[config.mk]
export PLATFORM = sky130hd
export DESIGN_NAME = time_set_ctrl
export DESIGN_NICKNAME = d
export VERILOG_FILES = /design/src/rtl/clock1_pkg.sv /design/src/rtl/press_det.sv /design/src/rtl/time_set_ctrl.sv
export SDC_FILE = /design/constraint.sdc
export NUM_CORES = 1
export LEC_CHECK = 0
export ABC_AREA = 1
export CORE_MARGIN = 8
export CORE_UTILIZATION = 50
export DETAILED_ROUTE_END_ITERATION = 6
export HOLD_SLACK_MARGIN = 0.06
export PLACE_DENSITY = 0.67
export SYNTH_ARGS = -nofsm -noshare
export SYNTH_HDL_FRONTEND = slang
export SYNTH_HIERARCHICAL = 1
export SYNTH_SLANG_ARGS = --single-unit
[constraint.sdc]
create_clock -name CLK -period 3.2 [get_ports CLK]
set_input_delay 0.48 -clock CLK [delete_from_list [all_inputs] [get_ports CLK]]
set_output_delay 0.48 -clock CLK [all_outputs]
set_load 0.005 [all_outputs]
[src/rtl/clock1_pkg.sv]
// Shared definitions for the clock1 digital clock: mode encoding used by the
// time-setting controller and the display mux, and button line indices.
package clock1_pkg;

    typedef enum logic [1:0] {
        MODE_RUN  = 2'd0,
        MODE_HOUR = 2'd1,
        MODE_MIN  = 2'd2,
        MODE_SEC  = 2'd3
    } mode_e;

    localparam int BTN_SET  = 0;
    localparam int BTN_UP   = 1;
    localparam int BTN_EXIT = 2;

    // {hour,min,sec} mask of the field being edited in a given mode
    function automatic logic [2:0] field_mask(input mode_e m);
        logic [2:0] mask;
        case (m)
            MODE_HOUR: mask = 3'b100;
            MODE_MIN:  mask = 3'b010;
            MODE_SEC:  mask = 3'b001;
            default:   mask = 3'b000;
        endcase
        return mask;
    endfunction

endpackage

[src/rtl/press_det.sv]
// Press detector for one debounced pulse line. The debouncer repeats pulses
// while a button is held, so a pulse only counts as a new press after GAP
// cycles of silence on the line.
module press_det #(
    parameter int GAP = 1500000
) (
    input  logic clk,
    input  logic rst,
    input  logic pulse,
    output logic press
);

    localparam int             GW    = $clog2(GAP + 1);
    localparam logic [GW-1:0]  GAP_V = GW'(GAP);

    logic [GW-1:0] gap_q, gap_d;

    // Cycles since the last pulse, saturating at GAP; any pulse restarts it
    always_comb begin
        gap_d = gap_q;
        if (pulse) begin
            gap_d = '0;
        end else if (gap_q != GAP_V) begin
            gap_d = gap_q + 1'b1;
        end
    end

    // Reset to GAP so the first pulse after reset is treated as a press
    always_ff @(posedge clk or posedge rst) begin
        if (rst) begin
            gap_q <= GAP_V;
        end else begin
            gap_q <= gap_d;
        end
    end

    assign press = pulse && (gap_q == GAP_V);

endmodule

[src/rtl/time_set_ctrl.sv]
// Time-setting controller for clock1: mode FSM driven by SET/UP/EXIT presses,
// increment/clear strobes with UP auto-repeat, run enable and blink masks.
module time_set_ctrl
    import clock1_pkg::*;
#(
    parameter int GAP         = 1500000,
    parameter int HOLD_PULSES = 20,
    parameter int REP_PULSES  = 4,
    parameter int BLINK_DIV   = 12500000
) (
    input  logic       CLK,
    input  logic       RST,
    input  logic [2:0] BIN,
    output logic       RUN_EN,
    output logic       INC_HOUR,
    output logic       INC_MIN,
    output logic       SEC_CLR,
    output logic [2:0] BLINK,
    output logic [1:0] MODE
);

    localparam int RW = $clog2(HOLD_PULSES + 1);
    localparam int PW = $clog2(REP_PULSES + 1);
    localparam int BW = (BLINK_DIV > 1) ? $clog2(BLINK_DIV) : 1;

    localparam logic [RW-1:0] HOLD_V     = RW'(HOLD_PULSES);
    localparam logic [PW-1:0] REP_LAST   = PW'(REP_PULSES - 1);
    localparam logic [BW-1:0] BLINK_LAST = BW'(BLINK_DIV - 1);

    logic set_press, up_press, exit_press;
    logic up_pulse;

    mode_e         mode_q, mode_d;
    logic          mode_chg;
    logic [RW-1:0] rep_q, rep_d;
    logic [PW-1:0] rph_q, rph_d;
    logic          rep_fire;
    logic [BW-1:0] bcnt_q, bcnt_d;
    logic          phase_q, phase_d;
    logic          run_en_q, run_en_d;
    logic          inc_hour_q, inc_hour_d;
    logic          inc_min_q, inc_min_d;
    logic          sec_clr_q, sec_clr_d;
    logic [2:0]    blink_q, blink_d;

    assign up_pulse = BIN[BTN_UP];

    press_det #(.GAP(GAP)) u_set_det (
        .clk   (CLK),
        .rst   (RST),
        .pulse (BIN[BTN_SET]),
        .press (set_press)
    );

    press_det #(.GAP(GAP)) u_up_det (
        .clk   (CLK),
        .rst   (RST),
        .pulse (BIN[BTN_UP]),
        .press (up_press)
    );

    press_det #(.GAP(GAP)) u_exit_det (
        .clk   (CLK),
        .rst   (RST),
        .pulse (BIN[BTN_EXIT]),
        .press (exit_press)
    );

    // Mode next-state: EXIT leaves any set mode, otherwise SET steps round
    always_comb begin
        mode_d = mode_q;
        if (exit_press && (mode_q != MODE_RUN)) begin
            mode_d = MODE_RUN;
        end else if (set_press) begin
            case (mode_q)
                MODE_RUN:  mode_d = MODE_HOUR;
                MODE_HOUR: mode_d = MODE_MIN;
                MODE_MIN:  mode_d = MODE_SEC;
                default:   mode_d = MODE_RUN;
            endcase
        end
    end

    // Mode state register
    always_ff @(posedge CLK or posedge RST) begin
        if (RST) begin
            mode_q <= MODE_RUN;
        end else begin
            mode_q <= mode_d;
        end
    end

    // UP auto-repeat: count held pulses up to HOLD_PULSES, then every REP_PULSES
    always_comb begin
        rep_d    = rep_q;
        rph_d    = rph_q;
        rep_fire = 1'b0;
        if (up_pulse) begin
            if (up_press) begin
                rep_d = '0;
                rph_d = '0;
            end else if (rep_q != HOLD_V) begin
                rep_d    = rep_q + 1'b1;
                rep_fire = (rep_d == HOLD_V);
            end else if (rph_q == REP_LAST) begin
                rph_d    = '0;
                rep_fire = 1'b1;
            end else begin
                rph_d = rph_q + 1'b1;
            end
        end
    end

    // Strobes, run enable and blink; strobes are suppressed on a mode change
    // and the blink phase restarts so a newly selected field shows first
    always_comb begin
        mode_chg   = (mode_d != mode_q);
        run_en_d   = (mode_d == MODE_RUN);
        inc_hour_d = (up_press || rep_fire) && !mode_chg && (mode_q == MODE_HOUR);
        inc_min_d  = (up_press || rep_fire) && !mode_chg && (mode_q == MODE_MIN);
        sec_clr_d  = up_press && !mode_chg && (mode_q == MODE_SEC);
        bcnt_d     = bcnt_q + 1'b1;
        phase_d    = phase_q;
        if (mode_chg || (mode_d == MODE_RUN)) begin
            bcnt_d  = '0;
            phase_d = 1'b0;
        end else if (bcnt_q == BLINK_LAST) begin
            bcnt_d  = '0;
            phase_d = ~phase_q;
        end
        blink_d = field_mask(mode_d) & {3{phase_d}};
    end

    // Registered outputs and datapath counters
    always_ff @(posedge CLK or posedge RST) begin
        if (RST) begin
            rep_q      <= '0;
            rph_q      <= '0;
            bcnt_q     <= '0;
            phase_q    <= 1'b0;
            run_en_q   <= 1'b1;
            inc_hour_q <= 1'b0;
            inc_min_q  <= 1'b0;
            sec_clr_q  <= 1'b0;
            blink_q    <= 3'b000;
        end else begin
            rep_q      <= rep_d;
            rph_q      <= rph_d;
            bcnt_q     <= bcnt_d;
            phase_q    <= phase_d;
            run_en_q   <= run_en_d;
            inc_hour_q <= inc_hour_d;
            inc_min_q  <= inc_min_d;
            sec_clr_q  <= sec_clr_d;
            blink_q    <= blink_d;
        end
    end

    assign MODE     = mode_q;
    assign RUN_EN   = run_en_q;
    assign INC_HOUR = inc_hour_q;
    assign INC_MIN  = inc_min_q;
    assign SEC_CLR  = sec_clr_q;
    assign BLINK    = blink_q;

endmodule

==> results of run 1 <==
area by class of cell:
| cell class | instances | area share |
|---|---|---|
| timing repair buffer | 17 | 0.02248 |
| sequential | 105 | 0.3742 |
| clock inverter | 4 | 0.007375 |
| tap | 172 | 0.03020 |
| clock buffer | 12 | 0.03459 |
| multi-input combinational | 650 | 0.4681 |
| inverter | 119 | 0.06304 |
power breakdown:
part,switching [uW],internal (uW),leakage [uW],total (uW)
combinational,158,95.6,0.00143,254
clock,480,632,0.000147,1110
sequential,57.9,1390,0.00133,1440
cell usage after synthesis, types with 10 or more instances:
cell type  number  area [sq um]
xor2_1         25         219.0
inv_1         108         405.4
nand2_2        18         112.6
nor2_4         21         236.5
nor2_2         23         143.9
a21oi_1        11         55.05
o21ai_0        18         90.09
dfrtp_1        74          1852
nand3_1        54         270.3
ha_1           15         187.7
xnor2_1        13         113.9
nand2_1       201         754.5
inv_2          10         37.54
nor2_1        184         690.7
nor3_1         20         100.1
nand4_1        27         168.9
dfstp_2        31         814.5
worst max-delay path: stages (launching register included):
cell and delay [ns]:
dfrtp_1 0.42, inv_1 0.11, ha_1 0.15, inv_1 0.04, nor4_1 0.23, nand4_1 0.11, nor2_1 0.32, inv_2 0.09
o21ai_4 0.18, nand2_2 0.09, nand2_2 0.11, a21oi_4 0.05, nand2_4 0.29, nor2_1 0.09
routing by layer:
metal  GRT usage  wire length, microns
met5           0                     0
met4     0.03279                    90
met3     0.03958                   466
met2      0.2806                  6286
met1      0.2204                  6397
sequential cells by signal (all words and copies together) (netlist names):
register / flops
MODE: 2
phase_q: 1
bcnt_q: 24
BLINK: 3
SEC_CLR: 1
rph_q: 3
INC_MIN: 1
RUN_EN: 1
u_exit_det/gap_q: 21
rep_q: 5
u_set_det/gap_q: 21
INC_HOUR: 1
u_up_det/gap_q: 21
how the worst max path moves through the flow:
stage                       start         end  depth (start not counted)
5_1_grt        u_set_det/gap_q[0]  bcnt_q[13]                         13
4_1_cts        u_set_det/gap_q[0]  bcnt_q[23]                         13
6_report       u_set_det/gap_q[0]  bcnt_q[13]                         13
2_1_floorplan  u_set_det/gap_q[0]  bcnt_q[10]                         14
3_3_place_gp               BIN[0]  bcnt_q[19]                         10
3_5_place_dp   u_set_det/gap_q[0]  bcnt_q[19]                         13
cell families after synthesis:
group                    after synthesis  synth area share
AO/OA/AOI/OAI                         36           0.03295
XOR/XNOR                              38           0.05125
AND/OR/NAND/NOR                      561            0.4006
flip-flops                           105            0.4106
adder cells (fa/ha/maj)               15           0.02890
buffers and inverters                126           0.07572
through the flow:
step | worst slack, ns | cell area (sq um) | instances
3_5_place_dp | 0.7507 | 6827 | 1063
3_3_place_gp | 0.8161 | 6827 | 1063
4_1_cts | 0.7396 | 7126 | 1079
6_report | 0.7674 | 7126 | 1079
5_1_grt | 0.5256 | 7126 | 1079
2_1_floorplan | 1.121 | 6494 | 881
==> results.toml, run 1 <==
[sta]
hold_violations = 0
final_max_slew_viol_count = 0
rsz0062_at_grt = "no"
min_period_over_period = 0.7602
tightestPinTransition_ns = 0.8795
period_needed_ns = 2.433
whs_ns = 0.4958
slew_headroom = 0.4128
timing.fmax_ghz = 0.4111
tns_ns = 0
clock_skew_ns = 0.009066
report.final.setup_viol = 0

[critical_path]
crit_fanout = 15
reg2reg_slack_ns = 0.77
crit_type = "flip-flop to flip-flop"
startpoint_type = "flip-flop"
required_ns = 3.42
arrival_ns = 2.65
r2r_end = "bcnt_q[13]"
rr_worst_depth = 13
cp-end-kind = "flip-flop"
r2r-start = "u_set_det/gap_q[0]"

[hold_path]
min-delay-start = "rph_q[2]"
hold_end = "rph_q[2]"
holdPathStages = 2
hp-class = "flip-flop to flip-flop"

[cells_and_area]
final_nets = 922
fill_cells = 1216
post-route-util = 0.5624
diodes = 0
final_layout_size_suffix_gt1_frac = 0.1488
mostFrequentLayoutCells = "nand2_1 (201), nor2_1 (184), inv_1 (107)"
multi_input_area_sq_mm = 0.003336
syn_to_final_growth_pct = 9.730
final_common_cell = "nand2_1"
seqCellArea_sq_mm = 0.002666

[floorplanning]
design.portCount = 14
die_area_sq_mm = 0.01689
coreArea_sq_mm = 0.01267
rows = 41
die_height_microns = 130.0
die_w_microns = 130.0
start_util = 0.5125

[synthesis]
synth.distinct_cells = 32
synth_seq_cells = 105
synth.yosys.seq_area_share = 0.4106
synth_flop_cell = "dfrtp_1"
postSynthCellCount = 881
synth_edf_count = 0
synthArstFlopShare = 1.000
synth_area_sq_mm = 0.006494
yosys_warnings = 6
syn_area_per_cell_sq_um = 7.371
synth_nets = 901

[clock_network]
clock-root-buffer = "clkbuf_16"
htree_levels = 3
path_clk_slew_ns = 0.07
cts_setup_buffers = 0
numCtsBuffers = 9
clockBufferDepth = 2
cts_sinks = 105
ctsHoldBuffers = 0
cts_tree = "built"
ctsResizeCount = 0
clock_latency_ns = 0.35

[global_routing]
grt_pass1_wl_mm = 22.75
grt_pass1_vias = 4841
grt_max_degree = 43
antenna_found_initial = 0
gr-usage-all-layers = 0.1687
gr-total-overflow = 0

[detailed_routing]
via_per_inst = 4.914
drc = 0
routedWlPerCell_microns = 12.27
drt-total-wl_mm = 13.24
dr.pass1.iters = 5
ant_nets = 0
drtIter0Drc = 294
vias = 5302

[outcome]
status = "finished clean"

[pwr]
cellLeakagePower_uw = 0.002904
vdd.ir_drop.worst_uv = 392.8
power_density_mw_per_mm2 = 394.3
power_uw = 2809

[run]
cap_viol_max_count = 0

[place]
place_hpwl_mm = 9.929
routabilityCongestion = 0.9070
io_buffers = 13
No activity file was read; power rests on OpenSTA's default activity.
==> run 2, diff against run 1 <==
- clock period: 3.2 -> 2.4 ns (I/O delays scaled with it)
==> run 2 against run 1 <==
  * Via count grew 2.4%
  * Flip-flop and latch count is the same
  * Global-route usage grew 0.87 points
  * Critical endpoint is now bcnt_q[12]
==> results.toml, run 2 (synthesis gave the netlist of run 1 again) <==
[critical_path]
crit_fanout = 7
reg2reg_slack_ns = 0.17
rr_worst_depth = 14
r2r-start = "u_set_det/gap_q[0]"
slowest_delay_ns = 0.42
path_cells = "inv_2, ha_1, inv_1, nor4_2, nand4_1, nor2_4, inv_2, o21ai_4, nand2_2, nand2_4, a21oi_4, buf_12, nand2_8, nor2_4"
crit_buf_inv = 4
crit_type = "flip-flop to flip-flop"
startpoint_type = "flip-flop"
slowest_stage = "dfrtp_1"
r2r_end = "bcnt_q[12]"
cp_top_family = "simple AND/OR/NAND/NOR gates"
arrival_ns = 2.46
required_ns = 2.64
cp-end-kind = "flip-flop"

[detailed_routing]
via_per_inst = 4.965
drt-total-wl_mm = 14.02
ant_nets = 0
dr.pass1.iters = 5
drc = 0
routedWlPerCell_microns = 12.82
drtIter0Drc = 326
vias = 5427

[global_routing]
antenna_found_initial = 0
gr-total-overflow = 0
grt_max_degree = 22
grt_pass1_wl_mm = 24.03
gr-usage-all-layers = 0.1773
grt_pass1_vias = 5232

[place]
place_hpwl_mm = 10.48
routabilityCongestion = 0.8921
io_buffers = 13
postPlaceCellArea_sq_mm = 0.006894
dpl.cell_count = 1072

[clock_network]
numCtsBuffers = 9
htree_levels = 3
path_clk_slew_ns = 0.07
ctsHoldBuffers = 0
clockBufferDepth = 2
clock-root-buffer = "clkbuf_16"
cts_sinks = 105
cts_tree = "built"
clock_latency_ns = 0.35

[pwr]
cellLeakagePower_uw = 0.002964
power_uw = 3758
power_density_mw_per_mm2 = 515.6
vdd.ir_drop.worst_uv = 609.4

[sta]
rsz0062_at_grt = "no"
report.final.setup_viol = 0
tightestPinTransition_ns = 0.4204
tns_ns = 0
clock_skew_ns = 0.006883
min_period_over_period = 0.9275
timing.fmax_ghz = 0.4492
hold_violations = 0
slew_headroom = 0.7194
final_max_slew_viol_count = 0
period_needed_ns = 2.226

[cells_and_area]
final_nets = 936
largest_reg_flops = 24
fin_cells = 1093
mostFrequentLayoutCells = "nand2_1 (200), nor2_1 (182), inv_1 (106)"
final_common_cell = "nand2_1"
syn_to_final_growth_pct = 12.24
regMostFlops = "bcnt_q"
fill_cells = 1201
final_layout_size_suffix_gt1_frac = 0.1683
diodes = 0
finalInstanceArea_sq_mm = 0.007288
post-route-util = 0.5752

[floorplanning]
die_height_microns = 130.0
die_w_microns = 130.0
die_area_sq_mm = 0.01689
rows = 41
design.portCount = 14
start_util = 0.5125
coreArea_sq_mm = 0.01267

[run]
cap_viol_max_count = 0

[hold_path]
hp-class = "input port to asynchronous set/reset pin"

[outcome]
status = "finished clean"
-- run 2: changes by cell type in the layout (fill, tap and decap cells not counted), sizes merged --
cell / delta
clkbuf: -1
inv: -1
buf: +13
clkinvlp: +3
clkinv: -1
nand2: +1
-- run 2: how the worst max path moves through the flow --
| stage | start | endpoint | slack (ns) | cells after the start |
|---|---|---|---|---|
| 6_report | u_set_det/gap_q[0] | bcnt_q[12] | 0.17 | 14 |
| 3_3_place_gp | u_set_det/gap_q[0] | bcnt_q[13] | 0.07 | 13 |
| 3_5_place_dp | u_set_det/gap_q[0] | bcnt_q[13] | -0.007 | 13 |
| 2_1_floorplan | u_set_det/gap_q[0] | bcnt_q[10] | 0.32 | 14 |
| 4_1_cts | u_set_det/gap_q[0] | bcnt_q[18] | 0.05 | 12 |
| 5_1_grt | u_exit_det/gap_q[0] | bcnt_q[13] | 0.002 | 13 |
-- run 2: metal layers --
metal / up-vias / track usage / wire [microns]
met4: 0 / 0.04781 / 245
met2: 91 / 0.2894 / 6512
met3: 19 / 0.04733 / 526
met1: 2513 / 0.2278 / 6730
met5: - / 0 / 0
li1: 2804 / - / -
-- run 2: timing repair --
action / 4_1_cts / 5_1_grt
cloned: 0 / 1
resized for setup: 1 / 10
endpoints found under the setup margin: 5 / 30
pin swaps: 0 / 5
setup buffers: 0 / 4
-- run 2: area by class of cell --
| class | count | area, sq um | area share |
|---|---|---|---|
| clock buffers | 11 | 232.7 | 0.03193 |
| clock inverters | 5 | 57.56 | 0.007897 |
| inverters | 119 | 449.2 | 0.06163 |
| multi-input cells | 651 | 3396 | 0.4659 |
| flip-flops and latches | 105 | 2668 | 0.3660 |
| well taps | 172 | 215.2 | 0.02953 |
| repair buffers | 30 | 270.3 | 0.03708 |
-- run 2: power breakdown --
part           total (uW)  switching (uW)  leakage [uW]  internal, uW
Clock                1450             645      0.000132           808
Sequential           1930            79.8       0.00133          1850
Combinational         377             231       0.00151           146
-- run 2: stage by stage --
stage,setup WS (ns),hold WS (ns)
floorplan,0.3210,0.3291
global placement,0.07449,0.4809
detailed placement,-0.007450,0.4854
CTS,0.05477,0.4525
global route,0.001984,0.4901
finish,0.1739,0.4256
==> run 3, diff against run 2 <==
- clock period: 2.4 -> 2.7 ns (I/O delays scaled with it)
==> run 3 against run 2 <==
  * Global-route usage decreased by 0.44 points
  * Non-clock buffer count decreased by 9
  * Via count decreased by 1.1%
  * Core utilization decreased by 0.99 points
  * Clock skew increased by 0.0025 ns
  * First-iteration DRC count decreased by 9.8%
  * Routed wire length decreased by 2.5%
  * Worst setup slack improved by 0.14 ns
  * Sequential power decreased by 11%
  * Critical path type unchanged
  * Register-to-register slack improved by 0.14 ns
  * Largest cell class unchanged
  * Clock-buffer cell count unchanged
  * Critical path depth decreased by 1
  * Highest routed layer unchanged
==> results.toml, run 3 (synthesis gave the netlist of run 1 again) <==
[clock_network]
ctsHoldBuffers = 0
numCtsBuffers = 9
clock-root-buffer = "clkbuf_16"
ctsResizeCount = 0
cts_setup_buffers = 0
path_clk_slew_ns = 0.07
cts_tree = "built"
clock_latency_ns = 0.35
clockBufferDepth = 2
cts_sinks = 105
htree_levels = 3

[pwr]
cellLeakagePower_uw = 0.002922
power_density_mw_per_mm2 = 469.9
vdd.ir_drop.worst_uv = 270.9

[outcome]
status = "finished clean"

[sta]
rsz0062_at_grt = "no"
hold_violations = 0
min_period_over_period = 0.8821
period_needed_ns = 2.382
report.final.setup_viol = 0
tns_ns = 0
clock_skew_ns = 0.009417
tightestPinTransition_ns = 0.8262
whs_ns = 0.4976
final_max_slew_viol_count = 0
timing.fmax_ghz = 0.4199
setup_ws_ns = 0.3183
slew_headroom = 0.4486

[detailed_routing]
dr.pass1.iters = 6
drc = 0
vias = 5366
drtIter0Drc = 294
via_per_inst = 4.955
routedWlPerCell_microns = 12.61
ant_nets = 0
drt-total-wl_mm = 13.66

[critical_path]
crit_start = "u_set_det/gap_q[0]"
crit_fanout = 15
arrival_ns = 2.61
rr_worst_depth = 13
cp-end-kind = "flip-flop"
reg2reg_slack_ns = 0.32
endpoint = "bcnt_q[13]"
required_ns = 2.92
crit_type = "flip-flop to flip-flop"
startpoint_type = "flip-flop"
r2r_end = "bcnt_q[13]"
r2r-start = "u_set_det/gap_q[0]"

[cells_and_area]
final_layout_size_suffix_gt1_frac = 0.1537
largest_reg_flops = 24
fill_cells = 1213
syn_to_final_growth_pct = 10.31
final_nets = 926
diodes = 0
fin_cells = 1083
mostFrequentLayoutCells = "nand2_1 (201), nor2_1 (184), inv_1 (107)"
regMostFlops = "bcnt_q"
finalInstanceArea_sq_mm = 0.007163
final_common_cell = "nand2_1"

[global_routing]
antenna_found_initial = 0
grt_max_degree = 29
grt_pass1_wl_mm = 23.62
gr-usage-all-layers = 0.1729
gr-total-overflow = 0
grt_pass1_vias = 5118

[floorplanning]
die_w_microns = 130.0
coreArea_sq_mm = 0.01267
rows = 41
start_util = 0.5125
die_height_microns = 130.0
design.portCount = 14
die_area_sq_mm = 0.01689

[place]
pre_cts_slack_ns = 0.2858
routabilityCongestion = 0.8974
postPlaceCellArea_sq_mm = 0.006857
dpl.cell_count = 1067
place_hpwl_mm = 10.18
io_buffers = 13

[run]
cap_viol_max_count = 0

[hold_path]
hp-class = "flip-flop to flip-flop"
[run 3: changes by cell type in the layout (fill, tap and decap cells not counted), moves of 2 or more]
cell	before	now
nor2_1	182	184
clkinv_4	0	2
buf_4	16	8
clkinvlp_4	3	1
nand2_8	2	0
[run 3: critical path, cell delays in order (launching register included)]
cell	delay, ns
dfrtp_1	0.42
inv_1	0.11
ha_1	0.15
inv_1	0.04
nor4_1	0.21
nand4_1	0.11
nor2_1	0.31
inv_2	0.10
o21ai_4	0.18
nand2_2	0.09
nand2_2	0.12
a21oi_4	0.05
nand2_4	0.28
nor2_1	0.09
[run 3: how the worst min path moves through the flow]
stage              from                  end  cells after the start
2_1_floorplan       RST  u_exit_det/gap_q[0]                      1
3_3_place_gp   rph_q[0]             rph_q[0]                      1
3_5_place_dp   rph_q[0]             rph_q[0]                      1
4_1_cts        rph_q[2]             rph_q[2]                      2
5_1_grt        rph_q[2]             rph_q[2]                      2
6_report       rph_q[2]             rph_q[2]                      2
[run 3: cell type report]
| type | count | area [sq um] | share of cell area |
|---|---|---|---|
| flip-flops and latches | 105 | 2666 | 0.3722 |
| well taps | 172 | 215.2 | 0.03004 |
| multi-input cells | 650 | 3336 | 0.4657 |
| clock buffers | 11 | 242.7 | 0.03389 |
| repair buffers | 21 | 190.2 | 0.02655 |
| inverters | 119 | 449.2 | 0.06271 |
| clock inverters | 5 | 63.81 | 0.008908 |
[run 3: per-stage QoR]
step	util	total power, uW
floorplan	-	1966
global placement	0.5411	2047
detailed placement	0.5411	2052
CTS	0.5653	3424
global route	0.5653	3541
finish	0.5653	3366
[run 3: metal layers]
layer / global-route usage / part of all wire
met5: 0 / 0
met4: 0.04918 / 0.017
met3: 0.04284 / 0.039
met2: 0.2851 / 0.47
met1: 0.2206 / 0.48
[run 3: where the power goes]
part / switching [uW] / internal (uW)
sequential: 69.1 / 1640
combinational: 193 / 117
clock: 593 / 752
total: 855 / 2510
